### config.mk
export PLATFORM = sky130hd
export DESIGN_NAME = qsys_system_nios2_qsys_oci_dct_packer
export DESIGN_NICKNAME = d
export VERILOG_FILES = /design/src/rtl/qsys_system_nios2_qsys_oci_dct_packer.sv
export SDC_FILE = /design/constraint.sdc
export NUM_CORES = 1
export LEC_CHECK = 0
export BUFFER_PORTS_ARGS = -buffer_cell sky130_fd_sc_hd__buf_4
export CORE_ASPECT_RATIO = 1.25
export CORE_MARGIN = 8
export CORE_UTILIZATION = 50
export DETAILED_ROUTE_END_ITERATION = 16
export PLACE_DENSITY = 0.73
export SLEW_MARGIN = 20
export SYNTH_ARGS = -nofsm -noshare
export SYNTH_HDL_FRONTEND = slang
export SYNTH_SLANG_ARGS = --single-unit
### constraint.sdc
create_clock -name clk -period 2.7 [get_ports clk]
set_clock_uncertainty 0.15 [all_clocks]
set_input_delay 0 -clock clk [delete_from_list [all_inputs] [get_ports clk]]
set_output_delay 0 -clock clk [all_outputs]
set_load 0.01 [all_outputs]
### src/rtl/qsys_system_nios2_qsys_oci_dct_packer.sv
// Packs 2-bit OCI trace atoms into 30-bit DCT words (valid/ready output) and
// sequences end-of-test draining via a RUN/DRAIN/ENDED state machine.
module qsys_system_nios2_qsys_oci_dct_packer #(
  parameter int unsigned FLUSH_TIMEOUT = 64
) (
  input  logic        clk,
  input  logic        reset_n,
  input  logic        atom_valid,
  input  logic [1:0]  atom_data,
  output logic        atom_ready,
  input  logic        flush,
  input  logic        stop_req,
  output logic [29:0] dct_buffer,
  output logic [3:0]  dct_count,
  output logic        dct_valid,
  input  logic        dct_ready,
  output logic        test_ending,
  output logic        test_has_ended,
  output logic [1:0]  dbg_state
);

  // Handshakes: an atom moves when atom_valid && atom_ready at the rising edge;
  // a word moves when dct_valid && dct_ready at the rising edge. A held word
  // (dct_valid && !dct_ready) keeps dct_buffer/dct_count stable.

  typedef enum logic [1:0] {
    S_RUN   = 2'd0,
    S_DRAIN = 2'd1,
    S_ENDED = 2'd2
  } state_t;

  state_t      state, state_d;
  logic [29:0] acc_buf, acc_buf_d;
  logic [3:0]  acc_cnt, acc_cnt_d;
  logic [7:0]  idle_cnt;
  logic        accept, out_free, timeout, emit, xfer;
  logic [31:0] keep_mask;

  assign out_free  = !dct_valid || dct_ready;
  assign timeout   = (idle_cnt == 8'(FLUSH_TIMEOUT));
  assign emit      = (acc_cnt == 4'd15) ||
                     ((acc_cnt != 4'd0) && (flush || timeout || state == S_DRAIN));
  assign xfer      = emit && out_free;
  assign atom_ready = (state == S_RUN) && ((acc_cnt != 4'd15) || xfer);
  assign accept    = atom_valid && atom_ready;
  assign keep_mask = (32'd1 << {acc_cnt, 1'b0}) - 32'd1;

  assign test_ending    = (state != S_RUN);
  assign test_has_ended = (state == S_ENDED);
  assign dbg_state      = state;

  always_comb begin
    state_d = state;
    case (state)
      S_RUN:   if (stop_req) state_d = S_DRAIN;
      S_DRAIN: if ((acc_cnt == 4'd0) && out_free) state_d = S_ENDED;
      S_ENDED: state_d = S_ENDED;
      default: state_d = S_RUN;
    endcase
  end

  // An atom arriving on a transfer cycle lands in slot 0 of the emptied word.
  always_comb begin
    acc_buf_d = acc_buf;
    acc_cnt_d = acc_cnt;
    if (xfer) begin
      acc_buf_d = '0;
      acc_cnt_d = 4'd0;
      if (accept) begin
        acc_buf_d[1:0] = atom_data;
        acc_cnt_d      = 4'd1;
      end
    end else if (accept) begin
      acc_buf_d[{acc_cnt, 1'b0} +: 2] = atom_data;
      acc_cnt_d = acc_cnt + 4'd1;
    end
  end

  always_ff @(posedge clk or negedge reset_n) begin
    if (!reset_n) begin
      state      <= S_RUN;
      acc_buf    <= '0;
      acc_cnt    <= '0;
      idle_cnt   <= '0;
      dct_buffer <= '0;
      dct_count  <= '0;
      dct_valid  <= 1'b0;
    end else begin
      state   <= state_d;
      acc_buf <= acc_buf_d;
      acc_cnt <= acc_cnt_d;
      // Holding at the threshold keeps a timeout pending through backpressure.
      if (accept || xfer)
        idle_cnt <= '0;
      else if ((acc_cnt != 4'd0) && !timeout && (idle_cnt != 8'hFF))
        idle_cnt <= idle_cnt + 8'd1;
      if (xfer) begin
        dct_buffer <= acc_buf & keep_mask[29:0];
        dct_count  <= acc_cnt;
        dct_valid  <= 1'b1;
      end else if (dct_valid && dct_ready) begin
        dct_valid <= 1'b0;
      end
    end
  end

endmodule

==> summary.md, run 1 <==
| Metric | Value |
|---|---|
| PwrDens | `911 nW/µm²` |
| DRC | `0` |
| Critical Path RT | `about 2.8 ns` |
| Leakage power | `2.56 nW` |
| GPL Wtd Cong | `between 0.9 and 1` |
| Post-DP Area | `between 4000 and 5000 µm²` |
| Vias in the first global route | `approximately 3.6k` |
| Number of synthesized flops with an enable pin | `0` |
| Area grow syn2layout | `19.8%` |
| Peak Freq | `384 MHz` |
| Largest net degree at the start of global routing | `55` |
| Minimum clock period | `2.60 ns` |
| Final count of pins violating max slew | `0` |
| Worst-path fanout max | `6` |
| Worst slew margin | `0.554` |
| Worst VDD drop | `0.000593 V` |
| Antenna cells | `0` |
| Clk_lat worst skew | `between 0.3 and 0.4 ns` |
| Final core utilization | `0.620` |
| Least-Margin Pin Slew | `0.670 ns` |
| Status | `finished clean` |
| Final setup margin | `roughly 0.095 ns` |
| Total power | `4.65 mW` |
| CTS tree | `done` |
| Share of layout cells above drive strength 1 | `0.212` |
| Yosys warns | `0` |
| Nets | `548` |
| Final instance area | `5110 µm²` |
| Gate power share | `0.504` |
| Initial drt markers | `between 150 and 200` |
| Post-synthesis sequential area ratio | `0.464` |
| Final setup violation count | `0` |
| Core Area | `8240 µm²` |
| Switching share of power | `0.424` |
| CTS Buf Count | `9` |
| Starting Density | `0.517` |
| Die area | `11800 µm²` |
| Routed len/inst | `between 15 and 20 µm` |
| Mapped Cells | `458` |
| Cell with the most instances after synthesis | `nand2_1` |
| GR Util All Layers | `0.191` |
| Initial antenna violation count | `0` |
| CTS root buf | `clkbuf_8` |
| Final Hold Viols | `0` |
| Chip Height | `roughly 120 µm` |
| Post-DR vias/cell | `5.73` |
| Critical Path Source | `acc_cnt[0]` |
| Post-Route WL | `10.9 mm` |
| DRT Pass-1 Iters | `5` |
| Synth top area share | `0.464` |
| CP arrival | `2.70 ns` |
| Internal | `2.68 mW` |
| Die W | `just under 100 µm` |
| First-pass GRT wire length | `17.8 mm` |
| Max Cap Viol | `0` |
| Global route hottest layer | `met2` |
| Syn nets | `just under 500` |
| Flops & latches, synth | `79` |
| Commonest cells in the netlist | `81 x nand2_1, 79 x dfrtp_1, 53 x nor2_1, 30 x o21ai_0, 23 x mux2i_1` |
| Io pins | `48` |
| Cell row count | `37` |
| Part of the power in registers | `0.303` |
| Ys async rst share | `1.00` |
| DPL Wire Length | `8.06 mm` |
| Tcrit/Tclk final | `0.965` |
| Post-synth top area cell | `dfrtp_1` |
| GR Layer Usage met3 | `0.0414` |
| Clock buffer depth | `2` |
| H-tree lvl count | `3` |
| Remaining antenna violation count | `0` |
| Syn Area/Cell | `9.31 µm²` |
| Clock transition at path regs | `around 0.080 ns` |
| GRT met2 Usage | `0.312` |
| Crit. End Element | `flip-flop` |
| Dpl ws | `between 0.04 and 0.05 ns` |
| Crit path kind | `reg2reg` |
| Grt total ovfl | `0` |
| Synth unique cells | `55` |
| CTS Sinks | `a little under 80` |
| Post-synth top flop | `dfrtp_1` |
| Vias post-DR | `3584` |
| GR Util met1 | `0.225` |
| Fraction of power consumed by the clock network | `0.193` |
| Mapped Area | `around 4300 µm²` |
| Synth area leaders | `dfrtp_1 46%, nand2_1 7.1%, mux2i_1 5.4%` |
| P_sw | `1.97 mW` |
| R2R Path Start | `acc_cnt[0]` |
| IO Port Bufs | `47` |
| Hold Path Class | `in2async` |
| Startpoint Class | `flip-flop` |
-- critical path, stage by stage (launching register included) --
cell	delay (ns)
dfrtp_2	0.43
inv_2	0.09
ha_2	0.21
ha_1	0.21
nand2_2	0.08
ha_1	0.17
inv_1	0.10
or4_1	0.53
o32a_1	0.22
xnor2_1	0.19
o21ai_0	0.10
-- placed cells by master (no fill, tap or decap), types with 7 or more instances in the layout --
cell / n
nand2_1: 80
dfrtp_1: 76
buf_4: 72
nor2_1: 53
o21ai_0: 30
mux2i_1: 23
nand3_1: 17
xnor2_1: 16
nand4_1: 16
ha_1: 14
a21oi_1: 12
clkbuf_8: 11
inv_1: 9
dlygate4sd3_1: 7
-- flip-flops by register name (all words and copies together), names as in the netlist --
name and count:
dct_valid 1, acc_buf 30, dct_count 4, acc_cnt 4, dbg_state 2, dct_buffer 30, idle_cnt 8
-- power by group through the flow --
stage / clock network (mW) / registers (mW) / logic [mW]
3_5_place_dp: 0 / 1.43 / 2.24
2_1_floorplan: 0 / 1.43 / 1.54
6_report: 0.898 / 1.41 / 2.35
5_1_grt: 0.964 / 1.43 / 2.58
4_1_cts: 0.914 / 1.41 / 2.27
3_3_place_gp: 0 / 1.42 / 2.20
-- per-stage QoR --
stage / hold WS, ns / cells / setup TNS, ns
finish: 0.0680 / 626 / 0
global route: 0.146 / 626 / -0.0511
CTS: 0.0868 / 622 / 0
detailed placement: -0.0594 / 600 / 0
global placement: -0.0713 / 600 / 0
floorplan: -0.446 / 458 / 0
-- final cells by class --
| cell class | instances | area (µm²) |
|---|---|---|
| Clock buffer | 12 | 155 |
| Tap cell | 97 | 121 |
| Timing Repair Buffer | 81 | 643 |
| Fill cell | 715 | 3130 |
| Multi-Input combinational cell | 341 | 2120 |
| Clock inverter | 3 | 42.5 |
| Sequential cell | 79 | 1980 |
| Inverter | 13 | 48.8 |
-- final timing paths --
kind / to / slack, ns / depth (start not counted)
max: dct_buffer[24] / 0.1 / 10
min: dct_buffer[9] / 0.07 / 2
max reg2reg: dct_buffer[24] / 0.1 / 10
min reg2reg: dct_buffer[25] / 0.32 / 2
max in group asynchronous: acc_buf[5] / 1.67 / 3
min in group clk: acc_cnt[0] / 0.10 / 5
-- layer usage --
layer | share of wire | vias to the layer above | routed length (µm)
li1 | - | 1726 | -
met1 | 0.42 | 1719 | 4530
met2 | 0.49 | 105 | 5340
met3 | 0.049 | 34 | 538
met4 | 0.042 | 0 | 461
met5 | 0 | - | 0
-- logic make-up (layout without fill, tap and decap cells) --
kind of cell	count (synthesis)	count (layout)	synth area share
xor+xnor	19	19	0.0390
buf+inv	38	109	0.0461
simple gates	205	205	0.229
compound gates	76	76	0.116
mux	26	26	0.0619
fa+ha+maj	15	15	0.0440
flops	79	79	0.464
-- repair_timing --
item                       4_1_cts  5_1_grt
hold endpoints to repair        80        0
hold buffers                     7        0
setup endpoints to repair        0       25
setup buffers                    0        4
gates resized for setup          0        5
Power figures use the tool's default switching activity.
==> run 2, diff against run 1 <==
--- a/config.mk
+++ b/config.mk
@@ -9,6 +9,7 @@
 export CORE_ASPECT_RATIO = 1.25
 export CORE_MARGIN = 8
 export CORE_UTILIZATION = 50
+export CTS_BUF_LIST = sky130_fd_sc_hd__clkbuf_4 sky130_fd_sc_hd__clkbuf_8 sky130_fd_sc_hd__clkbuf_16
 export DETAILED_ROUTE_END_ITERATION = 16
 export PLACE_DENSITY = 0.73
 export SLEW_MARGIN = 20
==> run 2 against run 1 <==
First-iteration DRC count increased by 4.7%. Cell count unchanged. Largest power group unchanged. Wire length about the same. Die area unchanged. Largest cell class unchanged. Critical path depth unchanged.
==> summary.md, run 2 (synthesized netlist as in run 1, its figures left out) <==
| Metric | Value |
|---|---|
| Status | `finished clean` |
| Worst VDD drop | `just under 0.0006 V` |
| Non-Filler Instances | `between 600 and 700` |
| CP arrival | `2.70 ns` |
| Most frequent cells in the layout | `80 x nand2_1, 76 x dfrtp_1, 72 x buf_4` |
| Initial drt markers | `201` |
| Final instance area | `5110 µm²` |
| Post-DP Area | `4790 µm²` |
| Worst-path fanout max | `6` |
| Final setup violation count | `0` |
| Vias in the first global route | `about 3.6k` |
| Sum Neg Setup Slack | `0 ns` |
| Core Area | `8240 µm²` |
| Routed len/inst | `17.4 µm` |
| CTS tree | `done` |
| Peak Freq | `384 MHz` |
| Commonest non-fill, non-tap cell in the layout | `nand2_1` |
| Dpl ws | `0.0468 ns` |
| CTS Buf Count | `9` |
| Clock transition at path regs | `0.08 ns` |
| Post-DR vias/cell | `5.72` |
| Least-Margin Pin Slew | `between 0.7 and 0.8 ns` |
| Hold Path Class | `in2async` |
| Total power | `4.67 mW` |
| GPL Wtd Cong | `0.954` |
| Hold slack | `0.0397 ns` |
| Crit. End Element | `flip-flop` |
| FF-to-FF setup slack | `0.09 ns` |
| DRT Pass-1 Iters | `4` |
| Final count of pins violating max slew | `0` |
| Vias post-DR | `around 3.6k` |
| Initial antenna violation count | `0` |
| Cell row count | `37` |
| Clock buffer depth | `2` |
| H-tree lvl count | `3` |
| Critical Path RT | `2.80 ns` |
| Io pins | `48` |
| IO Port Bufs | `47` |
| Inst Count DP | `600` |
| Antenna cells | `0` |
| Post-Route WL | `10.9 mm` |
| Nets | `548` |
| Max Cap Viol | `0` |
| Final Hold Viols | `0` |
| Share of layout cells above drive strength 1 | `0.214` |
| Largest net degree at the start of global routing | `55` |
| Remaining antenna violation count | `0` |
| Crit path kind | `reg2reg` |
| Starting Density | `0.517` |
| DRC | `0` |
| Final setup margin | `between 0.09 and 0.1 ns` |
| Startpoint Class | `flip-flop` |
| First-pass GRT wire length | `17.8 mm` |
| Die area | `11800 µm²` |
| PwrDens | `slightly above 900 nW/µm²` |
| CTS root buf | `clkbuf_8` |
| Tcrit/Tclk final | `0.965` |
| Worst slew margin | `0.532` |
| Area grow syn2layout | `19.9%` |
| Minimum clock period | `between 2 and 3 ns` |
| Final core utilization | `0.620` |
| Die W | `98.6 µm` |
| Clk_lat worst skew | `~0.37 ns` |
| Cell count of the worst reg-to-reg path | `10` |
| Leakage power | `2.56 nW` |
| GR Util All Layers | `0.191` |
| DPL Wire Length | `approximately 8.1 mm` |
| Top flop regs | `acc_buf x30, dct_buffer x30, idle_cnt x8` |
| CTS Sinks | `79` |
| Chip Height | `119 µm` |
| Grt total ovfl | `0` |
-- run 2: cell counts in the layout (fill, tap and decap cells not counted) --
No cell type changed its count.
-- run 2: path summary, 6_finish.rpt --
| kind | start | end |
|---|---|---|
| min in group clk | dct_ready | acc_cnt[0] |
| min | reset_n | dct_count[3] |
| max | acc_cnt[0] | dct_buffer[24] |
| min reg2reg | dct_buffer[25] | dct_buffer[25] |
| max in group asynchronous | reset_n | acc_buf[5] |
| max reg2reg | acc_cnt[0] | dct_buffer[24] |
-- run 2: report_power, final --
part	switching, mW	internal, mW	leakage [nW]	total, mW
logic	1.44	0.910	1.37	2.35
clock network	0.429	0.481	0.102	0.910
registers	0.112	1.30	1.08	1.41
total	1.98	2.69	2.56	4.67
-- run 2: final cells by class --
cell class                 count  area (µm²)
fill                         713        3130
timing repair buffer          81         643
sequential                    79        1980
inverter                      13        48.8
tap                           97         121
clock inverter                 3        42.5
clock buffer                  12         159
multi-input combinational    341        2120
-- run 2: routing by layer --
metal / share of wire / vias to the layer above / GRT usage / routed length, µm
met1: 0.41 / 1720 / 0.225 / 4450
li1: - / 1725 / - / -
met5: 0 / - / 0 / 0
met4: 0.039 / 0 / 0.118 / 420
met3: 0.058 / 29 / 0.0414 / 630
met2: 0.49 / 104 / 0.313 / 5380
-- run 2: critical path, stage by stage, from the launching register on --
cell and delay (ns):
dfrtp_2 0.44, inv_2 0.09, ha_2 0.21, ha_1 0.21
nand2_2 0.08, ha_1 0.17, inv_1 0.10, or4_1 0.53
o32a_1 0.22, xnor2_1 0.19, o21ai_0 0.10
-- run 2: repair_timing --
action,CTS,global route
resized for setup,0,5
buffers inserted,0,4
endpoints found under the setup margin,0,25
endpoints found under the hold margin,80,0
hold buffers,7,0
==> run 3, diff against run 2 <==
==> constraint.sdc (replaced) <==
create_clock -name clk -period 2.7 [get_ports clk]
set_clock_uncertainty 0.15 [all_clocks]
set_input_delay 0 -clock clk [delete_from_list [all_inputs] [get_ports clk]]
set_output_delay 0 -clock clk [all_outputs]
set_load 0.05 [all_outputs]
==> run 3 against run 2 <==
Flip-flop and latch count unchanged. Hold slack improved by 0.17 ns. Clock-buffer cell count increased by 1. Clock power decreased by 9.2%. Design area increased by 0.56%. Sequential power about the same. Via count decreased by 0.59%. Critical path depth unchanged. Worst setup slack improved by 0.041 ns. Die area unchanged.
==> summary.md, run 3 (synthesized netlist as in run 1, its figures left out) <==
| Metric | Value |
|---|---|
| Minimum clock period | `2.57 ns` |
| Hold Path Class | `in2reg` |
| Starting Density | `0.517` |
| RSZ-0062 raised after global routing | `false` |
| H-tree lvl count | `3` |
| Routed len/inst | `17.3 µm` |
| Worst-path fanout max | `7` |
| Clk_lat worst skew | `0.36 ns` |
| IO Port Bufs | `47` |
| CTS tree | `done` |
| Crit path kind | `reg2reg` |
| Tcrit/Tclk final | `0.950` |
| Post-Route WL | `10.9 mm` |
| Top cell family by delay on the critical path | `simple AND/OR/NAND/NOR gates` |
| Least-Margin Pin Slew | `0.698 ns` |
| Critical Path RT | `2.80 ns` |
| Final count of pins violating max slew | `0` |
| Clock transition at path regs | `0.08 ns` |
| CP arrival | `2.66 ns` |
| DRC | `0` |
| Initial antenna violation count | `0` |
| Largest net degree at the start of global routing | `48` |
| Grt total ovfl | `0` |
| Leakage power | `2.56 nW` |
| Final setup violation count | `0` |
| Io pins | `48` |
| Clock buffer depth | `2` |
| Peak Freq | `390 MHz` |
| Die W | `98.6 µm` |
| Die area | `11800 µm²` |
| Antenna cells | `0` |
| DRT Pass-1 Iters | `5` |
| CTS Sinks | `79` |
| CP Buf/Inv Count | `2` |
| Status | `finished clean` |
| FF-to-FF setup slack | `0.13 ns` |
| Initial drt markers | `roughly 220` |
| Post-DR vias/cell | `5.66` |
| Most frequent cells in the layout | `80 x nand2_1, 77 x dfrtp_1, 72 x buf_4` |
| CTS root buf | `clkbuf_8` |
| Max Cap Viol | `0` |
| CTS Buf Count | `9` |
| Worst VDD drop | `0.000866 V` |
| Top flop regs | `acc_buf x30, dct_buffer x30, idle_cnt x8` |
| Remaining antenna violation count | `0` |
| PwrDens | `942 nW/µm²` |
| Startpoint Class | `flip-flop` |
| Worst slew margin | `0.531` |
| Core Area | `8240 µm²` |
| Vias in the first global route | `3673` |
| Total power | `4.85 mW` |
| Nets | `550` |
| GR Util All Layers | `0.196` |
| Share of layout cells above drive strength 1 | `0.220` |
| Worst-path cell chain | `inv_1 > ha_2 > ha_1 > nand2_2 > ha_2 > inv_1 > or4_4 > o32a_1 > xnor2_1 > o21ai_0` |
| Hold slack | `between 0.2 and 0.25 ns` |
| Commonest non-fill, non-tap cell in the layout | `nand2_1` |
| CP max stage delay | `0.53 ns` |
| Cell row count | `37` |
| Critical path's slowest cell | `or4_4` |
| Vias post-DR | `roughly 3.6k` |
| Chip Height | `119 µm` |
| Area grow syn2layout | `20.6%` |
| Final Hold Viols | `0` |
| Dpl ws | `0.0230 ns` |
| DPL Wire Length | `8.14 mm` |
| Crit. End Element | `flip-flop` |
| Final setup margin | `0.134 ns` |
| First-pass GRT wire length | `18.4 mm` |
| GPL Wtd Cong | `0.924` |
run 3: changes by cell type in the layout (fill, tap and decap cells not counted), sizes merged:
cell / previous run / this run
buf: 73 / 75
bufinv: 1 / 0
clkbuf: 12 / 13
clkinv: 2 / 3
dlygate4sd3: 7 / 8
dlymetal6s2s: 1 / 0
run 3: path summary, 6_finish.rpt:
kind / startpoint / end / cells past startpoint
setup / recovery: acc_cnt[1] / dct_buffer[24] / 10
hold reg to reg: dct_buffer[29] / dct_buffer[29] / 2
min in group asynchronous: reset_n / acc_buf[24] / 4
max in group asynchronous: reset_n / acc_buf[19] / 4
setup reg to reg: acc_cnt[1] / dct_buffer[24] / 10
hold / removal: dct_ready / acc_cnt[0] / 6
run 3: power by group:
part           total [mW]  switching [mW]  internal (mW)
Clock               0.826           0.424          0.402
Sequential           1.40           0.105           1.30
Combinational        2.62            1.69          0.933
run 3: layout make-up:
| type | count | area [µm²] |
|---|---|---|
| inverter | 13 | 48.8 |
| sequential | 79 | 1980 |
| timing repair buffer | 83 | 681 |
| fill | 722 | 3100 |
| clock buffer | 13 | 166 |
| multi-input combinational | 341 | 2130 |
| tap | 97 | 121 |
| clock inverter | 3 | 17.5 |
run 3: repair_timing:
item                       CTS  global route
setup endpoints to repair    0             9
hold endpoints to repair   107             0
hold buffers                 9             0
setup buffers                0             1
gates resized for setup      0             7
run 3: per-layer routing:
| layer | track usage | up-vias | share of wire |
|---|---|---|---|
| met5 | 0 | - | 0 |
| met4 | 0.125 | 0 | 0.044 |
| met3 | 0.0414 | 32 | 0.051 |
| met2 | 0.324 | 108 | 0.49 |
| met1 | 0.226 | 1691 | 0.41 |
| li1 | - | 1726 | - |
run 3: tightest hold or removal path, stage by stage:
cell	delay, ns
buf_4	0.08
nor2b_1	0.03
buf_4	0.16
a21oi_1	0.18
buf_4	0.17
xnor2_1	0.07
run 3: per-stage QoR:
step / setup TNS (ns) / util / instance area, µm² / instances
after CTS: 0 / 0.620 / 5110 / 628
after global placement: 0 / 0.585 / 4820 / 603
final: 0 / 0.624 / 5140 / 629
after detailed placement: 0 / 0.585 / 4820 / 603
after global routing: 0 / 0.624 / 5140 / 629
after floorplan: -0.00742 / - / 4280 / 458
